**src/rtl/mem_port_arbiter_if.sv**
```systemverilog
// Bundles the instruction port, data port and RAM port of mem_port_arbiter.
// The slave modport is the arbiter's view; master is the processor/RAM side.
interface mem_port_arbiter_if;
  logic        iReq_i;
  logic [31:0] iAddr_i;
  logic        iKill_i;
  logic [31:0] iData_o;
  logic        iValid_o;
  logic        iStall_o;

  logic        dReq_i;
  logic        dWe_i;
  logic [31:0] dAddr_i;
  logic [31:0] dWData_i;
  logic [3:0]  dWMask_i;
  logic [31:0] dRData_o;
  logic        dValid_o;
  logic        dStall_o;

  logic [31:0] memAddr_o;
  logic [31:0] memWData_o;
  logic [3:0]  memWMask_o;
  logic        memRe_o;
  logic [31:0] memRData_i;

  modport slave (
    input  iReq_i, iAddr_i, iKill_i,
    output iData_o, iValid_o, iStall_o,
    input  dReq_i, dWe_i, dAddr_i, dWData_i, dWMask_i,
    output dRData_o, dValid_o, dStall_o,
    output memAddr_o, memWData_o, memWMask_o, memRe_o,
    input  memRData_i
  );

  modport master (
    output iReq_i, iAddr_i, iKill_i,
    input  iData_o, iValid_o, iStall_o,
    output dReq_i, dWe_i, dAddr_i, dWData_i, dWMask_i,
    input  dRData_o, dValid_o, dStall_o,
    input  memAddr_o, memWData_o, memWMask_o, memRe_o,
    output memRData_i
  );
endinterface

```
**src/rtl/mem_port_arbiter.sv**
```systemverilog
// Arbitrates instruction fetch and data access onto one 1-cycle-latency RAM port.
// Optional starvation guard for fetch is built when MEM_ARB_STARVE_GUARD_EN is defined.
module mem_port_arbiter #(
  parameter int unsigned STARVE_LIMIT = 4
) (
  input logic               clk_i,
  input logic               reset_i,
  mem_port_arbiter_if.slave bus
);

  // State | meaning
  // NONE  | no RAM response returns this cycle
  // INST  | instruction read data returns this cycle
  // DREAD | data read data returns this cycle
  // DWRITE| data write acknowledge returns this cycle
  typedef enum logic [1:0] {
    RESP_NONE   = 2'd0,
    RESP_INST   = 2'd1,
    RESP_DREAD  = 2'd2,
    RESP_DWRITE = 2'd3
  } resp_e;

  resp_e resp_q, resp_d;
  logic  gnt_inst, gnt_data;
  logic  force_inst;

  always_comb begin
    gnt_inst = 1'b0;
    gnt_data = 1'b0;
    if (!reset_i) begin
      if (bus.iReq_i && bus.dReq_i) begin
        if (force_inst) gnt_inst = 1'b1;
        else            gnt_data = 1'b1;
      end else if (bus.iReq_i) begin
        gnt_inst = 1'b1;
      end else if (bus.dReq_i) begin
        gnt_data = 1'b1;
      end
    end
  end

  always_comb begin
    bus.memAddr_o  = bus.iAddr_i;
    bus.memWData_o = bus.dWData_i;
    bus.memWMask_o = 4'h0;
    bus.memRe_o    = 1'b0;
    resp_d         = RESP_NONE;
    if (gnt_inst) begin
      bus.memRe_o = 1'b1;
      resp_d      = RESP_INST;
    end else if (gnt_data) begin
      bus.memAddr_o = bus.dAddr_i;
      if (bus.dWe_i) begin
        bus.memWMask_o = bus.dWMask_i;
        resp_d         = RESP_DWRITE;
      end else begin
        bus.memRe_o = 1'b1;
        resp_d      = RESP_DREAD;
      end
    end
  end

  always_ff @(posedge clk_i) begin
    if (reset_i) resp_q <= RESP_NONE;
    else         resp_q <= resp_d;
  end

  // Outputs are also masked during reset so a pending response is dropped at once.
  always_comb begin
    bus.iValid_o = 1'b0;
    bus.iData_o  = 32'h0;
    bus.dValid_o = 1'b0;
    bus.dRData_o = 32'h0;
    if (!reset_i) begin
      case (resp_q)
        RESP_INST: begin
          bus.iValid_o = ~bus.iKill_i;
          bus.iData_o  = bus.memRData_i;
        end
        RESP_DREAD: begin
          bus.dValid_o = 1'b1;
          bus.dRData_o = bus.memRData_i;
        end
        RESP_DWRITE: bus.dValid_o = 1'b1;
        default: ;
      endcase
    end
  end

  assign bus.iStall_o = bus.iReq_i & ~gnt_inst;
  assign bus.dStall_o = bus.dReq_i & ~gnt_data;

`ifdef MEM_ARB_STARVE_GUARD_EN
  localparam logic [3:0] LIMIT = 4'(STARVE_LIMIT);

  logic [3:0] starve_q, starve_d;
  logic       same_word_wr;

  always_comb begin
    starve_d = starve_q;
    if (!bus.iReq_i || gnt_inst) starve_d = 4'h0;
    else if (gnt_data && starve_q != LIMIT) starve_d = starve_q + 4'h1;
  end

  always_ff @(posedge clk_i) begin
    if (reset_i) starve_q <= 4'h0;
    else         starve_q <= starve_d;
  end

  // A write to the word being fetched must land first so the fetch sees new data.
  assign same_word_wr = bus.dWe_i && (bus.dAddr_i[31:2] == bus.iAddr_i[31:2]);
  assign force_inst   = (starve_q == LIMIT) && !same_word_wr;
`else
  logic unused_limit;
  assign unused_limit = |4'(STARVE_LIMIT);
  assign force_inst   = 1'b0;
`endif

endmodule

```
**src/flat_wrapper.sv**
```systemverilog
// flat-port wrapper written by rule: the top's interface ports become plain ports
module mem_port_arbiter_flat 
#(
  parameter int unsigned STARVE_LIMIT = 4
)
  (clk_i, reset_i, bus_iReq_i, bus_iAddr_i, bus_iKill_i, bus_iData_o, bus_iValid_o, bus_iStall_o, bus_dReq_i, bus_dWe_i, bus_dAddr_i, bus_dWData_i, bus_dWMask_i, bus_dRData_o, bus_dValid_o, bus_dStall_o, bus_memAddr_o, bus_memWData_o, bus_memWMask_o, bus_memRe_o, bus_memRData_i);
  mem_port_arbiter_if bus_i ();
  input logic clk_i;
  input logic reset_i;
  input wire logic [$bits(bus_i.iReq_i)-1:0] bus_iReq_i;
  input wire logic [$bits(bus_i.iAddr_i)-1:0] bus_iAddr_i;
  input wire logic [$bits(bus_i.iKill_i)-1:0] bus_iKill_i;
  output wire logic [$bits(bus_i.iData_o)-1:0] bus_iData_o;
  output wire logic [$bits(bus_i.iValid_o)-1:0] bus_iValid_o;
  output wire logic [$bits(bus_i.iStall_o)-1:0] bus_iStall_o;
  input wire logic [$bits(bus_i.dReq_i)-1:0] bus_dReq_i;
  input wire logic [$bits(bus_i.dWe_i)-1:0] bus_dWe_i;
  input wire logic [$bits(bus_i.dAddr_i)-1:0] bus_dAddr_i;
  input wire logic [$bits(bus_i.dWData_i)-1:0] bus_dWData_i;
  input wire logic [$bits(bus_i.dWMask_i)-1:0] bus_dWMask_i;
  output wire logic [$bits(bus_i.dRData_o)-1:0] bus_dRData_o;
  output wire logic [$bits(bus_i.dValid_o)-1:0] bus_dValid_o;
  output wire logic [$bits(bus_i.dStall_o)-1:0] bus_dStall_o;
  output wire logic [$bits(bus_i.memAddr_o)-1:0] bus_memAddr_o;
  output wire logic [$bits(bus_i.memWData_o)-1:0] bus_memWData_o;
  output wire logic [$bits(bus_i.memWMask_o)-1:0] bus_memWMask_o;
  output wire logic [$bits(bus_i.memRe_o)-1:0] bus_memRe_o;
  input wire logic [$bits(bus_i.memRData_i)-1:0] bus_memRData_i;
  assign bus_i.iReq_i = bus_iReq_i;
  assign bus_i.iAddr_i = bus_iAddr_i;
  assign bus_i.iKill_i = bus_iKill_i;
  assign bus_iData_o = bus_i.iData_o;
  assign bus_iValid_o = bus_i.iValid_o;
  assign bus_iStall_o = bus_i.iStall_o;
  assign bus_i.dReq_i = bus_dReq_i;
  assign bus_i.dWe_i = bus_dWe_i;
  assign bus_i.dAddr_i = bus_dAddr_i;
  assign bus_i.dWData_i = bus_dWData_i;
  assign bus_i.dWMask_i = bus_dWMask_i;
  assign bus_dRData_o = bus_i.dRData_o;
  assign bus_dValid_o = bus_i.dValid_o;
  assign bus_dStall_o = bus_i.dStall_o;
  assign bus_memAddr_o = bus_i.memAddr_o;
  assign bus_memWData_o = bus_i.memWData_o;
  assign bus_memWMask_o = bus_i.memWMask_o;
  assign bus_memRe_o = bus_i.memRe_o;
  assign bus_i.memRData_i = bus_memRData_i;
  mem_port_arbiter #(.STARVE_LIMIT(STARVE_LIMIT)) u_core (.clk_i(clk_i), .reset_i(reset_i), .bus(bus_i));
endmodule
```
**config.mk**
```make
export PLATFORM = sky130hd
export DESIGN_NAME = mem_port_arbiter_flat
export DESIGN_NICKNAME = d
export VERILOG_FILES = /design/src/rtl/mem_port_arbiter_if.sv /design/src/rtl/mem_port_arbiter.sv /design/src/flat_wrapper.sv
export SDC_FILE = /design/constraint.sdc
export NUM_CORES = 1
export LEC_CHECK = 0
export CORE_AREA = 5 5 103 105
export CTS_CLUSTER_DIAMETER = 150
export DETAILED_ROUTE_END_ITERATION = 16
export DIE_AREA = 0 0 108 110
export SYNTH_ARGS = -nofsm -noshare
export SYNTH_HDL_FRONTEND = slang
export SYNTH_SLANG_ARGS = --single-unit
```
**constraint.sdc**
```tcl
create_clock -name clk_i -period 1.6 [get_ports clk_i]
set_clock_uncertainty 0.1 [all_clocks]
set_input_delay 0.32 -clock clk_i [delete_from_list [all_inputs] [get_ports clk_i]]
set_output_delay 0.32 -clock clk_i [all_outputs]
set_load 0.005 [all_outputs]
```
### Yosys cells after proc, flatten, opt, wreduce, memory -nomap -nowiden

Index checks and enable logic that the tools add are counted.

* bits in registers: 2
* bits in latches: 0
* bits in writable memories: 0
* bits in read-only memories: 0
* bits of input ports: 138
* output and inout bits: 137
* logic and storage cells: 39
* memories kept: 0

* $add $sub $neg: 0
* $mul: 0
* div/mod/pow operators: 0
* $lt $le $gt $ge: 0
* equality and inequality tests: 3
* shift-type cells: 0
* muxes and demuxes: 26
* bitwise logic cells: 5
* reduce and logical (&&, ||, !) cells: 3

Operator list (count)
* 32-bit two-way mux: 6
* 1-bit two-way mux: 17
* 4-bit two-way mux: 3
* 2-bit == test (second input constant): 2
* 1-bit inverter: 3
* 3-bit OR reduction: 1
* 1-bit bitwise AND: 2
* 2-bit by 1-bit == test with 1-bit output (second input constant): 1
* 2-bit OR reduction: 1
* 1-bit logical AND: 1

### Depth between registers and ports, before layout

Gate-level depths: netlist of the first run.

* depth in word-level cells: 6
* gate-level depth with buffers: 5
* depth with buffers taken out: 3

### Least setup slack after synthesis of the first run

No wires, ideal clock.

* kind: input-to-output
* from: input port reset_i
* to: output port bus_memAddr_o[10]
* arrival time: 1.027 ns
* path slack: 0.153 ns
* stages on the path: 4
* path buffers: 2
* cell sequence: nand2b_1 -> buf_6 -> buf_12 -> mux2_4

* word-level cells in the longest chain between the ends: 3

Ends and longest elaborated chain
* start: declaration: RTL line flat_wrapper.sv:9 `input logic reset_i;`
* 1-bit two-way mux: RTL line mem_port_arbiter.sv:30 `if (!reset_i) begin`
* 32-bit two-way mux: RTL line mem_port_arbiter.sv:51 `end else if (gnt_data) begin`
* 32-bit two-way mux *: RTL line mem_port_arbiter.sv:48 `if (gnt_inst) begin`
* end: declaration: RTL line flat_wrapper.sv:24 `output wire logic [$bits(bus_i.memAddr_o)-1:0] bus_memAddr_o;`

Every way passes the cells marked *; elsewhere a longest branch is shown, timed or not.

### Worst setup path after layout of the first run

* from: register u_core.resp_q[0]
* to: output port bus_iData_o[19]

* word-level cells in the longest chain between the ends: 3

Ends and longest elaborated chain
* start: declaration: RTL line mem_port_arbiter.sv:23 `resp_e resp_q, resp_d;`
* start signal: assignment: RTL line mem_port_arbiter.sv:65 `else resp_q <= resp_d;`
* 2-bit by 1-bit == test with 1-bit output: RTL line mem_port_arbiter.sv:75 `case (resp_q)`
* 32-bit two-way mux: RTL line mem_port_arbiter.sv:75
* 32-bit two-way mux: RTL line mem_port_arbiter.sv:74 `if (!reset_i) begin`
* end: declaration: RTL line flat_wrapper.sv:13 `output wire logic [$bits(bus_i.iData_o)-1:0] bus_iData_o;`

No other way between the ends.

==> results of run 1 <==
==> area by class of cell <==
cell class | count | area, um2 | share of cell area [%]
inverter | 1 | 3.75 | 0.0906
sequential | 2 | 47.5 | 1.15
tap | 133 | 166 | 4.02
multi-input combinational | 117 | 1190 | 28.7
clock buffer | 3 | 41.3 | 0.997
timing repair buffer | 252 | 2700 | 65.1
==> per-layer routing <==
metal,GRT usage [%],vias up
met4,2.52,0
met3,4.31,8
li1,-,919
met5,0,-
met1,13.5,911
met2,25.2,133
==> worst min-delay path by stage <==
stage                           startpoint            endpoint  slack (ps)  cells past startpoint
final                              reset_i    u_core.resp_q[0]         400                      4
after global routing               reset_i    u_core.resp_q[0]         410                      4
after CTS                          reset_i    u_core.resp_q[0]         390                      4
after detailed placement  bus_dWData_i[16]  bus_memWData_o[16]         540                      0
after global placement    bus_dWData_i[16]  bus_memWData_o[16]         540                      0
after floorplan                  bus_dWe_i    u_core.resp_q[0]         360                      2
==> report_power, final <==
group / internal (mW) / switching [mW]
clock network: 0.159 / 0.0370
logic: 0.659 / 0.255
registers: 0.0522 / 0.00358
total: 0.870 / 0.296
==> worst max-delay path: stages (launching register included) <==
cell and delay (ps):
dfxtp_4 350, nor3b_4 200, buf_6 150, buf_16 120, buf_8 100, and2_4 130, buf_6 90
==> Yosys cell counts, drive strengths merged <==
| master | count | area, um2 |
|---|---|---|
| a21oi | 2 | 10.0 |
| nor3b | 2 | 31.3 |
| inv | 1 | 3.75 |
| nor3 | 1 | 5.00 |
| and3 | 1 | 6.26 |
| nor2b | 1 | 6.26 |
| or2b | 1 | 7.51 |
| buf | 37 | 319 |
| nand2 | 1 | 3.75 |
| and3b | 1 | 8.76 |
| o21a | 1 | 7.51 |
| clkbuf | 6 | 22.5 |
| and2 | 64 | 400 |
| dfxtp | 2 | 40.0 |
| nor2 | 4 | 15.0 |
| nand2b | 6 | 37.5 |
| mux2 | 32 | 469 |
==> kinds of logic (layout without fill, tap and decap cells) <==
logic type | Yosys count | in the layout | share of synthesized area, %
buffers and inverters | 44 | 256 | 24.8
flip-flops | 2 | 2 | 2.87
AND/OR/NAND/NOR | 82 | 82 | 37.4
multiplexers | 32 | 32 | 33.7
AO/OA/AOI/OAI | 3 | 3 | 1.26
==> repair_timing <==
action                                  CTS  global route
resized for setup                       537            74
cloned                                    7             1
pin swaps                                50            20
buffers inserted                         24             7
endpoints found under the setup margin  105           103
==> per-stage QoR <==
step / instance area, um2 / setup slack [ps] / utilization, % / setup TNS [ps] / total power, mW
after floorplan: 1390 / 153 / - / 0 / 0.344
after global placement: 3460 / -862 / 36.2 / -81420 / 0.798
after detailed placement: 3460 / -894 / 36.2 / -83920 / 0.805
after CTS: 3990 / -228 / 41.7 / -13540 / 1.16
after global routing: 4140 / -257 / 43.4 / -15570 / 1.24
final: 4140 / -178 / 43.4 / -10460 / 1.17
==> summary.txt, run 1 <==
Flow run
  • Max cap viols: 0

Placement
  • Placed cell count: 476
  • I/O Buffers: 210
  • Final HPWL DP: 6050 um
  • RD Place Congestion: 0.726

Routing
  • DRT iter0 DRCs: 20
  • Top layer in use: met4
  • DR vias/cell: 3.88
  • Met2 wire len: 4500 um
  • First-pass iteration count of the detailed router: 4
  • WL/cell: 16.9 um
  • Routed wl met3: 949 um
  • WL met1: 3060 um
  • Drt drc: 0
  • Via count: 1971
  • Final wirelength: 8560 um
  • DRT antenna net count: 0

STA
  • Hold slack: 400 ps
  • RSZ-0062 raised after global routing: true
  • Setup WS post-layout: -178 ps
  • Fmax: 562 MHz
  • Minimum clock period after layout: approximately 1800 ps
  • Period utilisation layout: 111%
  • Setup violators final: 85
  • Final-report hold violation count: 0
  • Count of pins over their slew limit: 0
  • Tightest Pin Transition: ~200 ps
  • Worst rel slew slack: 86.8%

Floorplan
  • Die Area: about 12000 um2
  • IO Pins: 275
  • Core Area: between 9000 and 10000 um2
  • # rows: 36
  • Die height: between 100 and 150 um
  • Die width: about 110 um
  • Initial Utilization: between 10% and 20%

Pwr
  • Leakage: 2.00 nW
  • VDD IR max: 0.000169 V
  • Pwr/cell area: 282 nW/um2

Min path
  • Hold Crit Class: in2reg

Global routing
  • GRT overflow: 0
  • Largest net degree at the start of global routing: 16
  • Vias in the first global route: 2172
  • Global-route wire length before repair: 11900 um
  • Initial antenna violation count: 0
  • Total track usage: ~13%

Outcome
  • Failing checks: negative setup slack
  • Outcome: complete, but fails checks

Setup path
  • Crit start category: flop
  • Worst Path Max Fanout: 6
  • CP endpoint kind: output pin
  • WP data required: 1180 ps
  • CP arrival: 1360 ps
  • Crit path capture: bus_iData_o[19]
  • Crit path kind: reg2out
  • Crit path launch: u_core.resp_q[0]

Cells and area
  • Area delta synth->final: 197%
  • Reg with most FFs: u_core.resp_q
  • Regs by FF count: u_core.resp_q x2
  • Final Net Count: 515
  • Most common cell after layout, fill and taps aside: clkdlybuf4s50_1
  • Fill count: 951
  • Share of post-route cells with drive strength above 1: 65.9%
  • Non-Filler Instances: between 500 and 600
  • Max reg flops: 2
  • Commonest non-fill, non-tap cells in the layout: clkdlybuf4s50_1 (101), buf_6 (98), and2_4 (54)
  • Ant diodes: 0

Clock tree
  • CTS tree: built
  • Clk slew on worst S/H paths: 30 ps
  • Sinks on Clock Net: 2
  • CTS Buf Count: 3
  • Maximum clock insertion buffer count: 2
  • H-tree Lvls: 1
  • Root Driver: clkbuf_8
  • Hold-fix buffers at CTS: 0

Logic synthesis
  • Post-Syn Instances: 163
  • Syn avg cell area: 8.55 um2
  • Syn_nets: 301
  • Sequential-to-total area share from yosys stat: 2.87%
  • Synthesized area: 1390 um2
  • #FFs+latches synth: 2
  • Ys Warns: 0
  • Yosys cell types: 21
Note: power is estimated with default switching activity, not from simulation.
==> run 2: changes to the inputs <==
CORE_AREA = 10 10 97 99   (was 5 5 103 105)
DIE_AREA = 0 0 107 109   (was 0 0 108 110)
PLACE_DENSITY = 0.79   (was default)
==> summary.txt, run 2 (synthesized netlist as in run 1, its figures left out) <==
Clock tree
  • CTS Buf Count: 3
  • Maximum clock insertion buffer count: 2
  • Sinks on Clock Net: 2
  • Hold-fix buffers at CTS: 0
  • CTS tree: built
  • Root Driver: clkbuf_8
  • Clk slew on worst S/H paths: 30 ps
  • H-tree Lvls: 1

Global routing
  • GRT overflow: 0
  • Vias in the first global route: 2231
  • Largest net degree at the start of global routing: 16
  • Total track usage: 14.1%
  • Initial antenna violation count: 0
  • Global-route wire length before repair: about 13000 um

Setup path
  • WP data required: ~1200 ps
  • Crit path kind: reg2out
  • CP endpoint kind: output pin
  • Crit start category: flop
  • Crit path launch: u_core.resp_q[0]
  • CP arrival: 1390 ps
  • Worst Path Max Fanout: 8
  • Crit path capture: bus_iData_o[29]

Min path
  • Hold Crit Class: in2reg
  • Worst hold stages: 4

Routing
  • Final wirelength: slightly above 9000 um
  • WL/cell: about 20 um
  • Drt drc: 0
  • First-pass iteration count of the detailed router: 4
  • DR vias/cell: 4.15
  • DRT antenna net count: 0
  • DRT iter0 DRCs: 28
  • Via count: 1937

Pwr
  • Seq pwr share: 4.9%
  • Clock Power Share: 17.4%
  • Sw Share: 25.8%
  • Leakage: 1.95 nW
  • Psw: 0.297 mW
  • Pwr/cell area: 287 nW/um2
  • VDD IR max: 0.000167 V
  • Power Internal: between 0.8 and 0.9 mW
  • Combinational power share: 77.7%

STA
  • RSZ-0062 raised after global routing: true
  • Minimum clock period after layout: 1810 ps
  • Final-report hold violation count: 0
  • Hold slack: 405 ps
  • Setup violators final: about 90
  • Worst rel slew slack: 85.1%
  • Setup WS post-layout: -207 ps
  • Count of pins over their slew limit: 0
  • Period utilisation layout: 113%
  • Fmax: around 550 MHz
  • Tightest Pin Transition: about 220 ps

Placement
  • Place WS: -827 ps
  • I/O Buffers: 210
  • RD Place Congestion: 0.829
  • Final HPWL DP: a little under 7000 um
  • Cell Area, Placed: 3400 um2

Floorplan
  • Core Area: 7530 um2
  • # rows: 32
  • Die Area: 11700 um2
  • Die height: 109 um
  • IO Pins: 275
  • Initial Utilization: a little under a fifth
  • Die width: 107 um

Cells and area
  • Area delta synth->final: 188%
  • Max reg flops: 2
  • Design Area, Final: ~4000 um2
  • Fill count: around 640
  • Share of post-route cells with drive strength above 1: between 60% and 70%
  • Most common cell after layout, fill and taps aside: clkdlybuf4s50_1
  • Commonest non-fill, non-tap cells in the layout: clkdlybuf4s50_1 (101), buf_6 (99), and2_4 (55)
  • Regs by FF count: u_core.resp_q x2
  • Reg with most FFs: u_core.resp_q
  • Final Net Count: 505
  • Ant diodes: 0

Outcome
  • Outcome: complete, but fails checks
  • Failing checks: negative setup slack

Flow run
  • Max cap viols: 0
## run 2: changes by cell type in the layout (fill, tap and decap cells not counted), sizes merged
cell           previous run  this run
buf                     144       135
clkinv                    0         1
inv                       1         0
dlygate4sd2               4         2
clkbuf                    5         4
clkdlybuf4s15             0         2
## run 2: worst min-delay path by stage
stage,startpoint,to,slack (ps)
floorplan,bus_dWe_i,u_core.resp_q[0],360
global route,reset_i,u_core.resp_q[0],430
finish,reset_i,u_core.resp_q[0],400
global placement,bus_dWData_i[10],bus_memWData_o[10],540
CTS,bus_dReq_i,u_core.resp_q[0],450
detailed placement,bus_dWData_i[10],bus_memWData_o[10],540
## run 2: power by group through the flow
stage	Clock, mW	Combinational (mW)	Sequential (mW)
2_1_floorplan	0	0.287	0.0569
3_3_place_gp	0	0.735	0.0577
3_5_place_dp	0	0.741	0.0575
4_1_cts	0.203	0.849	0.0575
5_1_grt	0.211	0.954	0.0571
6_report	0.200	0.895	0.0565
## run 2: worst max-delay path: stages, from the launching register on
cell     delay [ps]
dfxtp_4         350
nor3b_4         220
buf_6           140
buf_6           120
buf_16          120
and2_4          140
buf_6            90
## run 2: metrics by stage
step	power (mW)	util, %	TNS, ps	instances
2_1_floorplan	0.344	-	0	163
3_3_place_gp	0.792	45.1	-79600	442
3_5_place_dp	0.798	45.1	-80280	442
4_1_cts	1.11	49.3	-12000	466
5_1_grt	1.22	53.4	-15070	467
6_report	1.15	53.4	-11030	467
## run 2: area by class of cell
type / instances / area (um2) / area share (%)
flip-flops and latches: 2 / 47.5 / 1.18
multi-input cells: 117 / 1200 / 29.8
repair buffers: 242 / 2590 / 64.6
inverters: 1 / 8.76 / 0.218
well taps: 102 / 128 / 3.18
clock buffers: 3 / 41.3 / 1.03
## run 2: repair_timing
item,4_1_cts,5_1_grt
pin swaps,31,33
buffers inserted,13,5
cloned,8,2
gates resized for setup,519,94
setup endpoints to repair,105,99
## run 2: layer usage
layer  vias to the layer above  GRT usage, %  routed length, um
met5                         -             0                  0
met4                         0          5.42                167
met3                        14          7.43               1180
met2                       149          25.7               4710
met1                       874          13.3               3190
li1                        900             -                  -
